--- src/rtl/flush_sequencer_pkg.sv ---
// Shared types, defaults and width helpers for the flush sequencer slice.
package flush_sequencer_pkg;

  // Cache flush controller states
  typedef enum logic [1:0] {
    IDLE,
    FLUSH_PAR,
    FLUSH_SEQ
  } flush_state_e;

  // Default channel count: D$ (index 0) and L2 (index 1)
  localparam int unsigned DefaultNrCacheChans = 2;

  // Width of the pending-channel mask for the default configuration
  localparam int unsigned DefaultMaskWidth = DefaultNrCacheChans;

  // Branch resolution record from the execute stage; only is_mispredict matters here
  typedef struct packed {
    logic        valid;
    logic [63:0] pc;
    logic [63:0] target_address;
    logic        is_mispredict;
    logic        is_taken;
  } bp_resolve_t;

  // Bits needed to index a channel; never below one so single-channel builds stay legal
  function automatic int unsigned idx_width(input int unsigned nr_chans);
    return (nr_chans > 1) ? $clog2(nr_chans) : 1;
  endfunction

  // Bits needed to count up to the timeout limit inclusive
  function automatic int unsigned cnt_width(input int unsigned timeout_cycles);
    return (timeout_cycles > 0) ? $clog2(timeout_cycles + 1) : 1;
  endfunction

  // Default index width derived from the default channel count
  localparam int unsigned DefaultIdxWidth = idx_width(DefaultNrCacheChans);

endpackage

--- src/rtl/flush_sequencer_cache_flush_fsm.sv ---
// Write-back cache flush sequencer: walks the flush channels in parallel or one
// at a time, tracks acknowledges and optionally aborts on an acknowledge timeout.
module cache_flush_fsm
  import flush_sequencer_pkg::*;
#(
  parameter int unsigned NrCacheChans  = DefaultNrCacheChans,
  parameter int unsigned SeqMode       = 0,
  parameter int unsigned TimeoutCycles = 0
) (
  input  logic                    clk_i,
  input  logic                    rst_ni,
  input  logic                    start_i,
  input  logic [NrCacheChans-1:0] ack_i,
  output logic [NrCacheChans-1:0] flush_cache_o,
  output logic                    busy_o,
  output logic                    timeout_o
);

  localparam int unsigned IdxWidth = idx_width(NrCacheChans);
  localparam int unsigned CntWidth = cnt_width(TimeoutCycles);
  localparam logic [NrCacheChans-1:0] AllChans  = {NrCacheChans{1'b1}};
  localparam logic [NrCacheChans-1:0] FirstChan = NrCacheChans'(1);
  localparam logic [IdxWidth-1:0]     LastIdx   = IdxWidth'(NrCacheChans - 1);
  localparam logic [CntWidth-1:0]     CntLimit  = CntWidth'(TimeoutCycles);
  localparam bit                      TimeoutEn = (TimeoutCycles != 0);

  flush_state_e            state;
  logic [NrCacheChans-1:0] pending;
  logic [IdxWidth-1:0]     index;
  logic [CntWidth-1:0]     count;

  logic [NrCacheChans-1:0] seq_sel;
  logic [NrCacheChans-1:0] pending_left;
  logic [CntWidth-1:0]     count_inc;
  logic                    ack_hit;
  logic                    expired;

  assign busy_o = (state != IDLE);

  // Decode which acknowledges count this cycle and whether the wait has run out
  always_comb begin
    seq_sel      = FirstChan << index;
    pending_left = pending & ~ack_i;
    ack_hit      = 1'b0;
    case (state)
      FLUSH_PAR: ack_hit = |(ack_i & pending);
      FLUSH_SEQ: ack_hit = |(ack_i & seq_sel);
      default:   ack_hit = 1'b0;
    endcase
    expired   = TimeoutEn && (state != IDLE) && (count == CntLimit) && !ack_hit;
    count_inc = TimeoutEn ? count + 1'b1 : '0;
  end

  // Sequencer state, channel bookkeeping and registered request/timeout outputs
  always_ff @(posedge clk_i or negedge rst_ni) begin
    if (!rst_ni) begin
      state         <= IDLE;
      pending       <= '0;
      index         <= '0;
      count         <= '0;
      flush_cache_o <= '0;
      timeout_o     <= 1'b0;
    end else begin
      timeout_o <= 1'b0;
      case (state)
        IDLE: begin
          if (start_i) begin
            count <= '0;
            index <= '0;
            if (SeqMode == 0) begin
              state         <= FLUSH_PAR;
              pending       <= AllChans;
              flush_cache_o <= AllChans;
            end else begin
              state         <= FLUSH_SEQ;
              pending       <= '0;
              flush_cache_o <= FirstChan;
            end
          end
        end

        FLUSH_PAR: begin
          if (expired) begin
            state         <= IDLE;
            pending       <= '0;
            index         <= '0;
            count         <= '0;
            flush_cache_o <= '0;
            timeout_o     <= 1'b1;
          end else begin
            pending       <= pending_left;
            flush_cache_o <= pending_left;
            count         <= count_inc;
            if (pending_left == '0) begin
              state <= IDLE;
              count <= '0;
            end
          end
        end

        FLUSH_SEQ: begin
          if (expired) begin
            state         <= IDLE;
            pending       <= '0;
            index         <= '0;
            count         <= '0;
            flush_cache_o <= '0;
            timeout_o     <= 1'b1;
          end else if (ack_hit) begin
            count <= '0;
            if (index == LastIdx) begin
              state         <= IDLE;
              index         <= '0;
              flush_cache_o <= '0;
            end else begin
              index         <= index + 1'b1;
              flush_cache_o <= seq_sel << 1;
            end
          end else begin
            count <= count_inc;
          end
        end

        default: begin
          state         <= IDLE;
          pending       <= '0;
          index         <= '0;
          count         <= '0;
          flush_cache_o <= '0;
        end
      endcase
    end
  end

endmodule

--- src/rtl/flush_sequencer.sv ---
// Pipeline flush controller: turns fences, exceptions, CSR side effects and
// mispredicts into flush strobes and drives the write-back cache flush sequencer.
module flush_sequencer
  import flush_sequencer_pkg::*;
#(
  parameter int unsigned NrCacheChans  = DefaultNrCacheChans,
  parameter int unsigned WtDcache      = 0,
  parameter int unsigned SeqMode       = 0,
  parameter int unsigned TimeoutCycles = 0
) (
  input  logic                    clk_i,
  input  logic                    rst_ni,
  input  logic                    v_i,
  input  bp_resolve_t             resolved_branch_i,
  input  logic                    fence_i,
  input  logic                    fence_i_i,
  input  logic                    sfence_vma_i,
  input  logic                    hfence_vvma_i,
  input  logic                    hfence_gvma_i,
  input  logic                    flush_csr_i,
  input  logic                    flush_commit_i,
  input  logic                    ex_valid_i,
  input  logic                    eret_i,
  input  logic                    set_debug_pc_i,
  input  logic                    halt_csr_i,
  input  logic [NrCacheChans-1:0] flush_cache_ack_i,
  output logic                    set_pc_commit_o,
  output logic                    flush_if_o,
  output logic                    flush_unissued_instr_o,
  output logic                    flush_id_o,
  output logic                    flush_ex_o,
  output logic                    flush_bp_o,
  output logic                    flush_icache_o,
  output logic                    flush_tlb_o,
  output logic                    flush_tlb_vvma_o,
  output logic                    flush_tlb_gvma_o,
  output logic [NrCacheChans-1:0] flush_cache_o,
  output logic                    halt_o,
  output logic                    fence_busy_o,
  output logic                    flush_timeout_o
);

  logic pipe_flush;
  logic exc_flush;
  logic cache_start;
  logic cache_busy;
  logic unused_bp_fields;

  // Any commit-side event that restarts fetch at the next PC
  assign pipe_flush = fence_i | fence_i_i | sfence_vma_i | hfence_vvma_i |
                      hfence_gvma_i | flush_csr_i | flush_commit_i;

  // Trap-like events that redirect to a new PC and also clear the predictor
  assign exc_flush = ex_valid_i | eret_i | set_debug_pc_i;

  // Write-through hierarchies have nothing dirty to write back
  assign cache_start = (WtDcache == 0) && (fence_i | fence_i_i);

  // Only the mispredict flag of the resolution record is consumed
  assign unused_bp_fields = ^resolved_branch_i;

  // Combinational flush matrix, OR-combined across all sources
  always_comb begin
    set_pc_commit_o        = 1'b0;
    flush_if_o             = 1'b0;
    flush_unissued_instr_o = 1'b0;
    flush_id_o             = 1'b0;
    flush_ex_o             = 1'b0;
    flush_bp_o             = 1'b0;
    flush_icache_o         = 1'b0;
    flush_tlb_o            = 1'b0;
    flush_tlb_vvma_o       = 1'b0;
    flush_tlb_gvma_o       = 1'b0;

    if (resolved_branch_i.is_mispredict) begin
      flush_if_o             = 1'b1;
      flush_unissued_instr_o = 1'b1;
    end

    if (pipe_flush) begin
      set_pc_commit_o        = 1'b1;
      flush_if_o             = 1'b1;
      flush_unissued_instr_o = 1'b1;
      flush_id_o             = 1'b1;
      flush_ex_o             = 1'b1;
    end

    if (fence_i_i) begin
      flush_icache_o = 1'b1;
    end

    if (sfence_vma_i) begin
      if (v_i) begin
        flush_tlb_vvma_o = 1'b1;
      end else begin
        flush_tlb_o = 1'b1;
      end
    end

    if (hfence_vvma_i) begin
      flush_tlb_vvma_o = 1'b1;
    end

    if (hfence_gvma_i) begin
      flush_tlb_gvma_o = 1'b1;
    end

    if (exc_flush) begin
      set_pc_commit_o        = 1'b0;
      flush_if_o             = 1'b1;
      flush_unissued_instr_o = 1'b1;
      flush_id_o             = 1'b1;
      flush_ex_o             = 1'b1;
      flush_bp_o             = 1'b1;
    end
  end

  cache_flush_fsm #(
    .NrCacheChans  (NrCacheChans),
    .SeqMode       (SeqMode),
    .TimeoutCycles (TimeoutCycles)
  ) i_cache_flush_fsm (
    .clk_i         (clk_i),
    .rst_ni        (rst_ni),
    .start_i       (cache_start),
    .ack_i         (flush_cache_ack_i),
    .flush_cache_o (flush_cache_o),
    .busy_o        (cache_busy),
    .timeout_o     (flush_timeout_o)
  );

  assign fence_busy_o = cache_busy;
  assign halt_o       = halt_csr_i | cache_busy;

endmodule

--- config.mk ---
export PLATFORM = sky130hd
export DESIGN_NAME = flush_sequencer
export DESIGN_NICKNAME = d
export VERILOG_FILES = /design/src/rtl/flush_sequencer_pkg.sv /design/src/rtl/flush_sequencer_cache_flush_fsm.sv /design/src/rtl/flush_sequencer.sv
export SDC_FILE = /design/constraint.sdc
export NUM_CORES = 1
export LEC_CHECK = 0
export BUFFER_PORTS_ARGS = -buffer_cell sky130_fd_sc_hd__buf_2
export CAP_MARGIN = 20
export CORE_AREA = 4 4 60 62
export DETAILED_ROUTE_END_ITERATION = 7
export DIE_AREA = 0 0 64 66
export SLEW_MARGIN = 20
export SYNTH_ARGS = -nofsm -noshare
export SYNTH_HDL_FRONTEND = slang
export SYNTH_SLANG_ARGS = --single-unit
--- constraint.sdc ---
create_clock -name clk_i -period 1.8 [get_ports clk_i]
set_input_delay 0.36 -clock clk_i [delete_from_list [all_inputs] [get_ports clk_i]]
set_output_delay 0.36 -clock clk_i [all_outputs]
set_load 0.01 [all_outputs]
* Word level (Yosys, flattened, before mapping)
Cells that the tools add are included.
** Storage, ports and cells
- ROM bits :: 0
- Memory bits (writable) :: 0
- Input port bits :: 147
- Bits in latches :: 0
- Memories :: 0
- Word-level logic and storage cells :: 65
- Output and inout bits :: 15
- Bits in registers :: 7
** Cells by class
- Div/mod/pow operators :: 0
- Reductions and logical operators :: 9
- Order comparisons :: 0
- Equal/unequal tests :: 6
- $add $sub $neg :: 1
- Mux-type cells :: 29
- Multipliers :: 0
- Bitwise logic cells :: 15
- Shift-type cells :: 1
** Operators with widths (count)
- case mux 2 bit (3 select lines) :: 3
- 2-to-1 mux 1 bit :: 17
- 2-to-1 mux 2 bit :: 7
- bitwise OR 1 bit :: 9
- AND 2 bit :: 3
- != test 2 x 1 -> 1 bit (second input constant) :: 3
- zero test 2 bit :: 2
- AND reduction 2 bit :: 2
- AND reduction 4 bit :: 1
- OR reduction 2 bit :: 2
- case mux 1 bit (3 select lines) :: 1
- AND reduction 3 bit :: 1
- equality test 2 x 1 -> 1 bit (second input constant) :: 1
- equality test 2 bit (second input constant) :: 1
- != test 2 bit (second input constant) :: 1
- inverter 1 bit :: 2
- inverter 2 bit :: 1
- case mux 1 bit (2 select lines) :: 1
- nonzero test 2 bit :: 1
- left shift 1 x 1 -> 2 bit (first input constant) :: 1
- adder 1 bit (second input constant) :: 1

* Longest topological paths before layout
Gate-level depths: netlist of run 1.
- Word-level depth :: 8
- Gate-level depth with buffers :: 3
- Mapped depth without buffers :: 3

* Modules after synthesis
From an unflattened synthesis of run 1, not the netlist that was laid out.
** Unflattened totals
- Cells, all modules :: 28
- Area, all modules :: 232.7 µm²
** Modules (own cells, without submodules)
- cache_flush_fsm :: sequential area each 75.1 µm², cells an instance 13, times used 1, area an instance 126.4 µm²
- flush_sequencer :: sequential area each 0.0 µm², cells an instance 15, times used 1, area an instance 106.4 µm²

* Worst setup path before layout of run 1
No wires, ideal clock.
- Path kind :: in2out
- Start point :: input fence_i_i
- End point :: output flush_unissued_instr_o
- Required time :: 1.440 ns
- Slack :: 0.345 ns
- Stages on the path :: 3
- Arrival time :: 1.095 ns
- Cell sequence :: nor4_2 -> nand4b_1 -> buf_4
** Between the ends
- Cells in the longest elaborated chain, start to end :: 8
** RTL lines
- start: declaration :: RTL line flush_sequencer.sv:16 : input logic fence_i_i,
- bitwise OR 1 bit (4 in series) :: RTL line flush_sequencer.sv:50 : assign pipe_flush = fence_i | fence_i_i | sfence_vma_i | hfence_vvma_i |
- bitwise OR 1 bit (2 in series) :: RTL line flush_sequencer.sv:51 : hfence_gvma_i | flush_csr_i | flush_commit_i;
- 2-to-1 mux 1 bit (2 in series)
- end: declaration :: RTL line flush_sequencer.sv:29 : output logic flush_unissued_instr_o,
No other way between the ends.

* Worst setup path in the final report of run 1
- Start point :: input fence_i_i
- End point :: output flush_unissued_instr_o
** Between the ends
- Cells in the longest elaborated chain, start to end :: 8
** RTL lines
- bitwise OR 1 bit (4 in series) :: RTL line flush_sequencer.sv:50
- bitwise OR 1 bit (2 in series) :: RTL line flush_sequencer.sv:51
- 2-to-1 mux 1 bit :: RTL line flush_sequencer.sv:80 : if (pipe_flush) begin
- 2-to-1 mux 1 bit :: RTL line flush_sequencer.sv:108 : if (exc_flush) begin
No other way between the ends.

==> results_dict.tcl, run 1 <==
set metrics [dict create \
    r2r_start "i_cache_flush_fsm.state[0]" \
    rsz0062_at_grt "no" \
    cts_buffers 3 \
    reg2reg_to "i_cache_flush_fsm.pending[1]" \
    synthTopCellsByArea "dfrtp_1 32%, buf_4 16%, nor3_1 8.6%" \
    io_buffers 30 \
    yosys-top-cells-count "5 x buf_4, 4 x nor3_1, 3 x dfrtp_1, 2 x a21oi_1, 2 x nand2b_1" \
    final_util 0.145 \
    hpwlAfterDp_um 817 \
    r2r_setup_slack_ns 0.99 \
    finalWirelength_um 943 \
    routedWlPerCell_um 9.16 \
    p_leak_nw 0.202 \
    syn-num-nets 175 \
    cts_tree "done" \
    cp_max_fo 5 \
    place_congestion 0.631 \
    synth_top_cell_area_share 0.321 \
    drv_slew 0 \
    cts-root-buf "clkbuf_4" \
    critical_path.startpoint "fence_i_i" \
    grt_use_met3 0.0527 \
    timing.final.ws_setup_ns 0.272 \
    reg2reg_depth 2 \
    vdd_ir_drop_max_uv 477 \
    dp_slack_ns 0.274 \
    clk_pin_slew_ns 0.04 \
    die_area_um2 4220 \
    syn-instance-count 28 \
    grt_pass1_wl_um 1260 \
    syn2layout_area_growth_pct 88.2 \
    grt_pass1_vias 281 \
    cp-start-kind "primary input" \
    yosysSeqAreaShare 0.321 \
    drtIter0Drc 9 \
    grt.busiest_layer "met3" \
    synth-edff-count 0 \
    core_area_um2 3030 \
    nets 206 \
    ys_warn_count 0 \
    die_w_um 64 \
    fin_setup_tns_ns 0 \
    yosysTopAreaCell "dfrtp_1" \
    arrival_ns 1.17 \
    antenna_found_initial 2 \
    worstSetupPathType "primary input to primary output" \
    cts.sinks 3 \
    synth_seq_cells 3 \
    cts_max_path_buffers 2 \
    die_y_um 66 \
    use_met1 0.0426 \
    ys_types 17 \
    cp-end-kind "primary output" \
    multi_input_area_um2 118 \
    drt_pre_antenna_iters 2 \
    hold_viol 0 \
    setup_viol 0 \
    worstSetupEndpoint "flush_unissued_instr_o" \
    drcViolationCount 0 \
    drt.antenna.violating_nets 0 \
    yosysMostFrequentCell "buf_4" \
    cp.required_ns 1.44 \
    initial_core_util 0.0773 \
    powerDensity_nw_per_um2 931 \
    rows 20 \
    syn_avg_cell_area_um2 8.36 \
    fin_hold_ws_ns 0.419 \
    ios 162 \
    drt-vias-per-instance 3.22 \
    finalCritPeriodShare 0.849 \
    async_flop_share 1.00 \
    via_count 332 \
    maxCapViolCount 0 \
    grt_use_met2 0.0426 \
    synth_area_um2 234 \
    insertion_delay_ns 0.23 \
    grt-ovfl-total 0 \
    htree_levels 1 \
    grt_max_degree 8 \
    drive_gt1_frac 0.621 \
    grtUsageTotal 0.0423 \
    clock_skew_ns 0.00111 \
    nFillCells 349 \
    status "complete, no violations" \
    seqCellArea_um2 75.1 \
    min_period_ns 1.53 \
    holdCritPathClass "primary input to register" \
    ys.flop_type "dfrtp_1" \
    fmax_mhz 655 \
]
stage by stage:
stage                     power [mW]  cell area [um^2]  cells
after floorplan                0.214               234     28
after global placement         0.288               402     97
after detailed placement       0.290               402     97
after CTS                      0.419               438    102
after global routing           0.438               438    102
final                          0.410               440    103
cells by family after synthesis:
group,share of synthesized area
buffers and inverters,0.176
and+or+nand+nor,0.321
DFF,0.321
other,0.0160
AOI/OAI and AO/OA,0.166
per-layer routing:
layer,vias to the layer above,part of all wire
met3,6,0.32
li1,152,-
met4,4,0.011
met5,-,0.029
met1,136,0.35
met2,34,0.28
registers in the layout, summed over array words and instances, names as in the netlist:
register / cells
i_cache_flush_fsm.state: 1
i_cache_flush_fsm.pending: 2
cell usage in the layout, fill, tap and decap left out:
cell / Yosys / final
a21bo_2: 1 / 1
a21o_1: 1 / 1
a21oi_1: 2 / 2
a31oi_1: 1 / 1
buf_2: 0 / 30
clkbuf_1: 0 / 1
clkbuf_4: 0 / 3
conb_1: 1 / 1
dfrtp_1: 3 / 3
diode_2: 0 / 1
dlygate4sd3_1: 0 / 1
inv_1: 1 / 1
nand2b_1: 2 / 2
nand3_1: 1 / 1
nand4b_1: 1 / 1
nor2_1: 1 / 1
nor2b_1: 1 / 1
nor3_1: 4 / 4
nor4_2: 1 / 1
o21ai_0: 1 / 1
or2_2: 1 / 1
where the power goes:
group	switching (mW)	total (mW)	internal [mW]	leakage (nW)
clock	0.0356	0.119	0.0831	0.0150
combinational	0.0737	0.153	0.0797	0.153
sequential	0.0356	0.138	0.102	0.0341
total	0.145	0.410	0.265	0.202
critical path, cell delays in order:
cell,delay (ns)
buf_2,0.14
nor4_2,0.35
nand4b_1,0.15
buf_2,0.17
cell type report:
type	instances	share of cell area
Antenna cell	1	0.00568
Multi-Input combinational cell	19	0.267
Timing Repair Buffer	31	0.364
Sequential cell	3	0.170
Tap cell	44	0.125
Inverter	1	0.00852
Clock buffer	4	0.0597
worst min path at each step:
stage                               from                            to  cells after the start
global placement                  rst_ni    i_cache_flush_fsm.state[0]                      1
detailed placement                rst_ni  i_cache_flush_fsm.pending[0]                      1
finish              flush_cache_ack_i[0]  i_cache_flush_fsm.pending[0]                      3
global route        flush_cache_ack_i[0]  i_cache_flush_fsm.pending[0]                      3
CTS                 flush_cache_ack_i[0]  i_cache_flush_fsm.pending[0]                      3
floorplan                         rst_ni  i_cache_flush_fsm.pending[0]                      0
repair_timing:
action                    in CTS  in global routing
hold buffers                   1                  0
resized for setup              0                  0
buffers inserted               0                  0
hold endpoints to repair       3                  0
No activity file was read; power rests on OpenSTA's default activity.
==> inputs of run 2 (changes only) <==
- clock period: 1.8 -> 1.5 ns (I/O delays scaled with it)
==> run 2 against run 1 <==
Non-clock buffer count grew 1. Routed wire length grew 1.7%. Critical path depth shrank 2. Clock power grew 17%. Highest routed layer unchanged. Largest cell class unchanged. Critical path type is now register to primary output. Clock skew shrank 0.0011 ns. Global-route usage grew 0.39 points. Utilization grew 0.45 points. Cell count is the same. Clock-buffer cell count is the same.
==> results_dict.tcl, run 2 (same netlist as run 1, synthesis figures left out) <==
set metrics [dict create \
    status "complete, no violations" \
    syn2layout_area_growth_pct 94.1 \
    vdd_ir_drop_max_uv 460 \
    powerDensity_nw_per_um2 1090 \
    cts_buffers 3 \
    cp-start-kind "register" \
    finalWirelength_um 959 \
    clock_skew_ns 0.0000281 \
    antenna_found_initial 1 \
    path_cells "or2_2 -> buf_2" \
    grt_max_degree 8 \
    arrival_ns 1.11 \
    min_period_ns 1.41 \
    io_buffers 30 \
    slowest_stage "dfrtp_1" \
    cp_max_fo 7 \
    die_area_um2 4220 \
    setup_viol 0 \
    die_w_um 64 \
    routedWlPerCell_um 9.31 \
    drcViolationCount 0 \
    cts_tree "done" \
    drtIter0Drc 5 \
    clk_pin_slew_ns 0.04 \
    drt.antenna.violating_nets 0 \
    drt_pre_antenna_iters 3 \
    nets 207 \
    rows 20 \
    ios 162 \
    worstSetupPathType "register to primary output" \
    fin_setup_tns_ns 0 \
    cp.required_ns 1.20 \
    core_area_um2 3030 \
    grt_pass1_vias 327 \
    cts_max_path_buffers 2 \
    largest_reg_flops 2 \
    drive_gt1_frac 0.627 \
    cts.sinks 3 \
    drt-vias-per-instance 3.07 \
    cp-end-kind "primary output" \
    p_leak_nw 0.209 \
    path_buf_inv 1 \
    via_count 316 \
    rsz0062_at_grt "no" \
    insertion_delay_ns 0.23 \
    grtUsageTotal 0.0462 \
    initial_core_util 0.0773 \
    final_util 0.150 \
    antenna_cells 0 \
    slowest_delay_ns 0.43 \
    largestRegisters "i_cache_flush_fsm.pending: 2 flops, i_cache_flush_fsm.state: 1 flops" \
    final_cell_mix "30 x buf_2, 4 x nor3_1, 3 x clkbuf_4, 3 x dfrtp_1" \
    holdCritPathClass "primary input to register" \
    finalCritPeriodShare 0.940 \
    cts-root-buf "clkbuf_4" \
    grt_pass1_wl_um 1400 \
    grt-ovfl-total 0 \
    die_y_um 66 \
    fmax_mhz 709 \
    largest-register "i_cache_flush_fsm.pending" \
    place_congestion 0.640 \
    htree_levels 1 \
    layout_commonest_cell "buf_2" \
    maxCapViolCount 0 \
    drv_slew 0 \
    hold_viol 0 \
    cpLargestDelayFamily "flip-flops" \
]
run 2: repair_timing:
item	CTS	global route
resized for setup	0	1
hold buffers	1	0
buffers inserted	0	0
endpoints found under the setup margin	0	2
hold endpoints to repair	3	0
run 2: final timing paths:
kind | from | endpoint | slack (ns) | cells past startpoint
worst max-delay path | i_cache_flush_fsm.state[0] | halt_o | 0.09 | 2
worst min-delay path | flush_cache_ack_i[0] | i_cache_flush_fsm.pending[0] | 0.36 | 3
worst max register to register | i_cache_flush_fsm.state[0] | i_cache_flush_fsm.pending[1] | 0.68 | 2
worst min register to register | i_cache_flush_fsm.state[0] | i_cache_flush_fsm.pending[0] | 0.56 | 1
max in group asynchronous | rst_ni | i_cache_flush_fsm.pending[1] | 0.99 | 2
min in group asynchronous | rst_ni | i_cache_flush_fsm.pending[0] | 0.40 | 2
run 2: worst register-to-register path, cell delays in order (launching register included):
cell and delay [ns]:
dfrtp_1 0.43, a21bo_2 0.23, o21ai_0 0.08
run 2: area by class of cell:
class	instances	area, um^2
Multi-Input combinational cell	19	126
Fill cell	353	2570
Sequential cell	3	75.1
Timing Repair Buffer	32	168
Inverter	1	3.75
Tap cell	44	55.1
Clock buffer	4	26.3
run 2: stage by stage:
| step | instance area (um^2) | hold slack [ns] | power (mW) | worst slack (ns) | cells |
|---|---|---|---|---|---|
| after floorplan | 234 | 0.00441 | 0.257 | 0.165 | 28 |
| after global placement | 409 | 0.0996 | 0.348 | 0.0950 | 98 |
| after detailed placement | 409 | 0.101 | 0.352 | 0.0851 | 98 |
| after CTS | 445 | 0.356 | 0.501 | 0.0721 | 103 |
| after global routing | 454 | 0.382 | 0.534 | 0.0259 | 103 |
| final | 454 | 0.361 | 0.493 | 0.0900 | 103 |
run 2: routing by layer:
| layer | global-route usage | up-vias | share of wire |
|---|---|---|---|
| met4 | 0.0404 | 2 | 0 |
| met5 | 0 | - | 0.014 |
| met1 | 0.0507 | 124 | 0.38 |
| met3 | 0.0476 | 2 | 0.30 |
| li1 | - | 156 | - |
| met2 | 0.0465 | 32 | 0.30 |
run 2: where the power goes:
part	switching, mW	leakage [nW]	internal (mW)
registers	0.0397	0.0341	0.123
clock network	0.0394	0.0150	0.0995
logic	0.0941	0.160	0.0977
